File: config.mk
export PLATFORM = sky130hd
export DESIGN_NAME = check_equal_seq
export DESIGN_NICKNAME = d
export VERILOG_FILES = /design/src/rtl/check_equal_seq.sv
export SDC_FILE = /design/constraint.sdc
export NUM_CORES = 1
export LEC_CHECK = 0
export ABC_AREA = 1
export BUFFER_PORTS_ARGS = -buffer_cell sky130_fd_sc_hd__buf_2
export CORE_ASPECT_RATIO = 1.5
export CORE_MARGIN = 1.5
export CORE_UTILIZATION = 45
export DETAILED_ROUTE_END_ITERATION = 7
export PLACE_DENSITY = 0.67
export SYNTH_ARGS = -nofsm -noshare
export SYNTH_HDL_FRONTEND = slang
export SYNTH_SLANG_ARGS = --single-unit
File: constraint.sdc
create_clock -name clk -period 2.3 [get_ports clk]
set_input_delay 0.115 -clock clk [delete_from_list [all_inputs] [get_ports clk]]
set_output_delay 0.115 -clock clk [all_outputs]
set_load 0.02 [all_outputs]
File: src/rtl/check_equal_seq.sv
// check_equal_seq: groups accepted samples into triples, reports whether all three are equal,
// and keeps triple/match statistics for the display logic.
module check_equal_seq #(
    parameter int WIDTH = 7,
    parameter int CNT_W = 8
) (
    input  logic             clk,
    input  logic             reset,
    input  logic             clear,
    input  logic [WIDTH-1:0] in_data,
    input  logic             in_valid,
    output logic             in_ready,
    output logic             out_valid,
    output logic             out_equal,
    input  logic             out_ready,
    output logic [1:0]       slot,
    output logic [CNT_W-1:0] triple_count,
    output logic [CNT_W-1:0] match_count
);
    localparam logic [1:0] LOAD0  = 2'd0;
    localparam logic [1:0] LOAD1  = 2'd1;
    localparam logic [1:0] LOAD2  = 2'd2;
    localparam logic [1:0] REPORT = 2'd3;

    logic [1:0]       state;
    logic [WIDTH-1:0] r0, r1;

    assign slot      = state;
    assign in_ready  = state != REPORT;
    assign out_valid = state == REPORT;

    always_ff @(posedge clk) begin
        if (reset) begin
            state        <= LOAD0;
            r0           <= '0;
            r1           <= '0;
            out_equal    <= 1'b0;
            triple_count <= '0;
            match_count  <= '0;
        end else if (clear) begin
            state        <= LOAD0;
            triple_count <= '0;
            match_count  <= '0;
        end else if (in_valid && in_ready) begin
            if (state == LOAD0) r0 <= in_data;
            if (state == LOAD1) r1 <= in_data;
            // third sample is compared directly from the input, no r2 needed
            if (state == LOAD2) out_equal <= (r0 == r1) && (r1 == in_data);
            state <= state + 2'd1;
        end else if (out_valid && out_ready) begin
            state        <= LOAD0;
            triple_count <= triple_count + 1'b1;
            if (out_equal && match_count != '1) match_count <= match_count + 1'b1;
        end
    end
endmodule

==> Yosys cells after proc, flatten, opt, wreduce, memory -nomap -nowiden <==
Cells that the tools add are included.
Widths: inputs -> output; s select.
{ "totals": {"regBits": 33} }
{ "classes": {"n_addsub": 3, "eq_ne": 7, "mux": 2, "n_bitwise": 2, "n_reduce_logical": 12} }
{ "ops": {"columns": ["cell", "count"], "rows": [
  ["$add 8x1->8 const B", 2],
  ["$eq 7x7->1", 2],
  ["$reduce_and 3->1", 4],
  ["$ne 8x8->1 const B", 1],
  ["$eq 2x2->1 const B", 2],
  ["$logic_and 1x1->1", 4],
  ["$mux 2", 2],
  ["$add 2x1->2 const B", 1],
  ["$eq 2x1->1 const B", 1],
  ["$logic_not 2->1", 1],
  ["$ne 2x2->1 const B", 1],
  ["$not 1->1", 2],
  ["$reduce_and 2->1", 1],
  ["$reduce_bool 2->1", 1],
  ["$reduce_or 2->1", 1]
]} }

==> Depth between registers and ports, before layout <==
{ "depth": {"depth_word": 4, "depth_mapped": 9, "ltp_nobuf": 9} }

==> Least setup slack after synthesis <==
Ideal clock, no wire load.
{ "synth_path": {"kind": "reg-to-reg", "start": "register state[1], in the netlist slot[1]", "end": "register triple_count[4]", "t_arrival_ps": 1586, "t_required_ps": 2181, "setup_slack_ps": 594, "path_stages_with_launch": 9, "path_cell_list": "dfxtp_1 -> ha_1 -> inv_2 -> nand2_4 -> nand3_4 -> nor2_1 -> nand2_1 -> o21ai_0 -> a21oi_1"} }
{ "synth_via": {"elab_cells_between_ends": 6} }
{ "synth_lines": {"columns": ["item", "line", "text"], "rows": [
  ["start, declared", "25", "logic [1:0] state;"],
  ["start signal, assigned", "49", "state <= state + 2'd1;"],
  ["$eq 2x2->1", "30", "assign out_valid = state == REPORT;"],
  ["net out_valid", "13", "output logic out_valid,"],
  ["$logic_and 1x1->1", "50", "end else if (out_valid && out_ready) begin"],
  ["$reduce_and 2->1 (no source line)", null, null],
  ["end signal, assigned", "52", "triple_count <= triple_count + 1'b1;"],
  ["end, declared", "17", "output logic [CNT_W-1:0] triple_count,"]
]} }
The timed path passes the listed nets, and every way through them passes these cells.
A chain may end at the register's enable or synchronous reset.

==> Final worst setup path <==
{ "layout_path": {"start": "register state[1], in the netlist slot[1]", "end": "register r1[1]"} }
{ "layout_via": {"elab_chain_len": 3, "elab_cells_between_ends": 4} }
{ "layout_lines": {"columns": ["item", "line", "text"], "rows": [
  ["$ne 2x2->1", "29", "assign in_ready = state != REPORT;"],
  ["$logic_and 1x1->1", "44", "end else if (in_valid && in_ready) begin"],
  ["$reduce_and 3->1 (no source line) (*)", null, null],
  ["end signal, assigned", "46", "if (state == LOAD1) r1 <= in_data;"],
  ["end, declared", "26", "logic [WIDTH-1:0] r0, r1;"]
]} }
Every way passes the cells marked *; elsewhere a longest branch is shown, timed or not.

==> impl_metrics.json <==
{
  "design_area_mm2": 0.00200,
  "total_leakage_power_nw": 0.933,
  "combPwrFrac_pct": 7.7,
  "yosys.area.top_type": "dfxtp_1",
  "path_class": "reg -> reg",
  "status": "complete, no violations",
  "netlist-cell-type-count": 23,
  "fin_tns_setup_ns": 0,
  "use_met1_pct": 21.0,
  "utilization_pct": 54.7,
  "seq_area_um2": 661,
  "clock_sinks": 33,
  "fill_cells": 392,
  "power_mw": 1.16,
  "crit_family": "simple AND/OR/NAND/NOR gates",
  "fp.dieH_um": 78.2,
  "fin_crit_sh_pct": 73.0,
  "rows": 27,
  "synth_edf_count": 0,
  "crit_buf_inv": 2,
  "drt_iter0_markers": 45,
  "grt_first_pass_wirelength_um": 5660,
  "crit_arrival_ns": 1.84,
  "dr.pass1.iters": 4,
  "synth_top_area_share_pct": 38.9,
  "slowest_stage": "dfxtp_1",
  "dominantRegCellSynth": "dfxtp_1",
  "crit_fanout": 14,
  "antenna_found_initial": 0,
  "overflow": 0,
  "path_depth": 7,
  "setup_violations": 0,
  "drcViolationCount": 0,
  "cts_buffers": 5,
  "postCtsHoldBufs": 0,
  "slew_violations": 0,
  "grt_use_met2_pct": 30.0,
  "ir_drop_mv": 0.379,
  "via_count": 1592,
  "clk_latency_ns": 0.28,
  "syn2layout_area_growth_pct": 17.6,
  "synthArstFlopShare_pct": 0,
  "drtAntennaViolNets": 0,
  "fmax_ghz": 0.595,
  "timing.final.crit_period_ns": 1.68,
  "fin_nets": 300,
  "critPathCapture": "r1[1]",
  "hold_viol_final": 0,
  "core_mm2": 0.00365,
  "dpl_cell_area_mm2": 0.00189,
  "grt.total_usage_pct": 18.1,
  "antennaDiodeCount": 0,
  "synthTopCellsByArea": "dfxtp_1 (39%), nand2_1 (14%), a21oi_1 (8.8%)",
  "clkTransAtPathRegs_ns": 0.06,
  "post_cts_buffers": 0,
  "fin_worst_skew_ns": 0.00364,
  "fp.dieW_um": 53.1,
  "maxSlewHeadroom_pct": 70.1,
  "layout.cells.non_filler": 325,
  "r2r-end": "r1[1]",
  "clockPowerShare_pct": 41.3,
  "timing.rr.start": "slot[1]",
  "required_ns": 2.46,
  "p_seq_share_pct": 51.0,
  "rr_worst_depth": 7,
  "clockBufferDepth": 2,
  "p_switching_mw": 0.275,
  "dpl.hpwl_um": 2470,
  "top_level_ports": 33,
  "die_area_mm2": 0.00416,
  "synth_seq_cells": 33,
  "r2r_setup_slack_ns": 0.62,
  "routedWlPerCell_um": 10.5,
  "cts_tree": "yes",
  "drive_gt1_share_pct": 16.7,
  "grt-busiest-layer": "met2",
  "crit_path_start_kind": "register",
  "hold_class": "in -> reg",
  "netlist_instances": 245,
  "crit_start": "slot[1]",
  "drv_cap": 0,
  "gr-usage-met3_pct": 5.13,
  "power_density_mw_per_mm2": 583,
  "multi_input_area_um2": 865,
  "critPathMaxStageDelay_ns": 0.36,
  "tightestPinTransition_ns": 0.447,
  "cts_resized": 0,
  "syn_area_mm2": 0.00170,
  "end_kind": "register",
  "start_util_pct": 46.5,
  "synthTopCellsByCount": "nand2_1 (63), inv_1 (38), dfxtp_1 (33)",
  "root_buffer": "clkbuf_8",
  "yosys.cell_count.top_type": "nand2_1",
  "seq_area_frac_synth_pct": 38.9,
  "grt_pass1_vias": 1398,
  "grt_max_degree": 16,
  "p_int_mw": 0.888,
  "routed_via_density": 4.90,
  "dp.cells": 317,
  "gp_congestion": 0.759,
  "rsz0062_at_grt": "false",
  "io_buffers": 32,
  "crit_path_cell_trace": "ha_1, inv_2, nand2_4, inv_1, nand3_1, o21ai_0, a21oi_1",
  "htreeDepth": 2,
  "p_sw_share_pct": 23.6,
  "synth.net_count": 264,
  "drt-total-wl_um": 3410,
  "syn_area_per_cell_um2": 6.93,
  "synth_warnings": 0
}
==> how the worst min path moves through the flow <==
| stage | cells past startpoint | startpoint | slack [ns] | end |
|---|---|---|---|---|
| after floorplan | 2 | in_data[5] | 0.26 | r0[5] |
| after global placement | 3 | in_data[5] | 0.41 | r0[5] |
| after detailed placement | 3 | in_data[1] | 0.41 | r0[1] |
| after CTS | 3 | in_data[1] | 0.10 | r0[1] |
| after global routing | 3 | in_data[1] | 0.11 | r0[1] |
| final | 3 | in_data[1] | 0.11 | r0[1] |
==> worst min-delay path: cells and delay by family <==
kind | cells | cell delay [ns]
compound gates | 1 | 0.05
buf+inv | 2 | 0.17
==> sequential cells by signal, summed over array words and instances (netlist names) <==
name,flops
out_equal,1
triple_count,8
r1,7
slot,2
r0,7
match_count,8
==> layer usage <==
metal	share of wire (%)	vias up
li1	-	848
met1	47	711
met2	47	27
met3	4.0	6
met4	1.8	0
met5	0	-
==> stage by stage <==
step / setup WS, ns / hold WS (ns)
after floorplan: 0.594 / 0.262
after global placement: 0.727 / 0.407
after detailed placement: 0.662 / 0.409
after global routing: 0.492 / 0.114
after CTS: 0.618 / 0.101
final: 0.620 / 0.107
==> cell families (layout without fill, tap and decap cells) <==
group                    Yosys count  after routing  share of synthesized area (%)
AND/OR/NAND/NOR                  101            101                           26.3
AO/OA/AOI/OAI                     53             53                           15.9
flip-flops                        33             33                           38.9
adder cells (fa/ha/maj)            7              7                           5.16
buffers and inverters             44             81                           10.1
XOR/XNOR                           7              7                           3.61
==> power by group through the flow <==
stage	Clock, mW	Sequential, mW	Combinational (mW)
floorplan	0	0.606	0.0602
global placement	0	0.606	0.0889
detailed placement	0	0.606	0.0896
CTS	0.497	0.593	0.0903
global route	0.513	0.595	0.103
finish	0.480	0.593	0.0895
==> area by class of cell <==
type	instances	area share [%]
flip-flops and latches	33	33.1
clock inverters	1	0.251
clock buffers	7	4.83
well taps	43	2.70
inverters	41	7.77
multi-input cells	168	43.3
repair buffers	32	8.03
==> cell usage in the layout, fill, tap and decap left out, drive strengths merged <==
cell,n
a211oi,1
a21oi,30
buf,32
clkbuf,7
clkinv,2
dfxtp,33
ha,7
inv,40
nand2,64
nand3,11
nand4,4
nor2,20
nor3,1
nor3b,1
o21a,1
o21ai,21
xnor2,5
xor2,2
(Power assumes the default switching activity.)
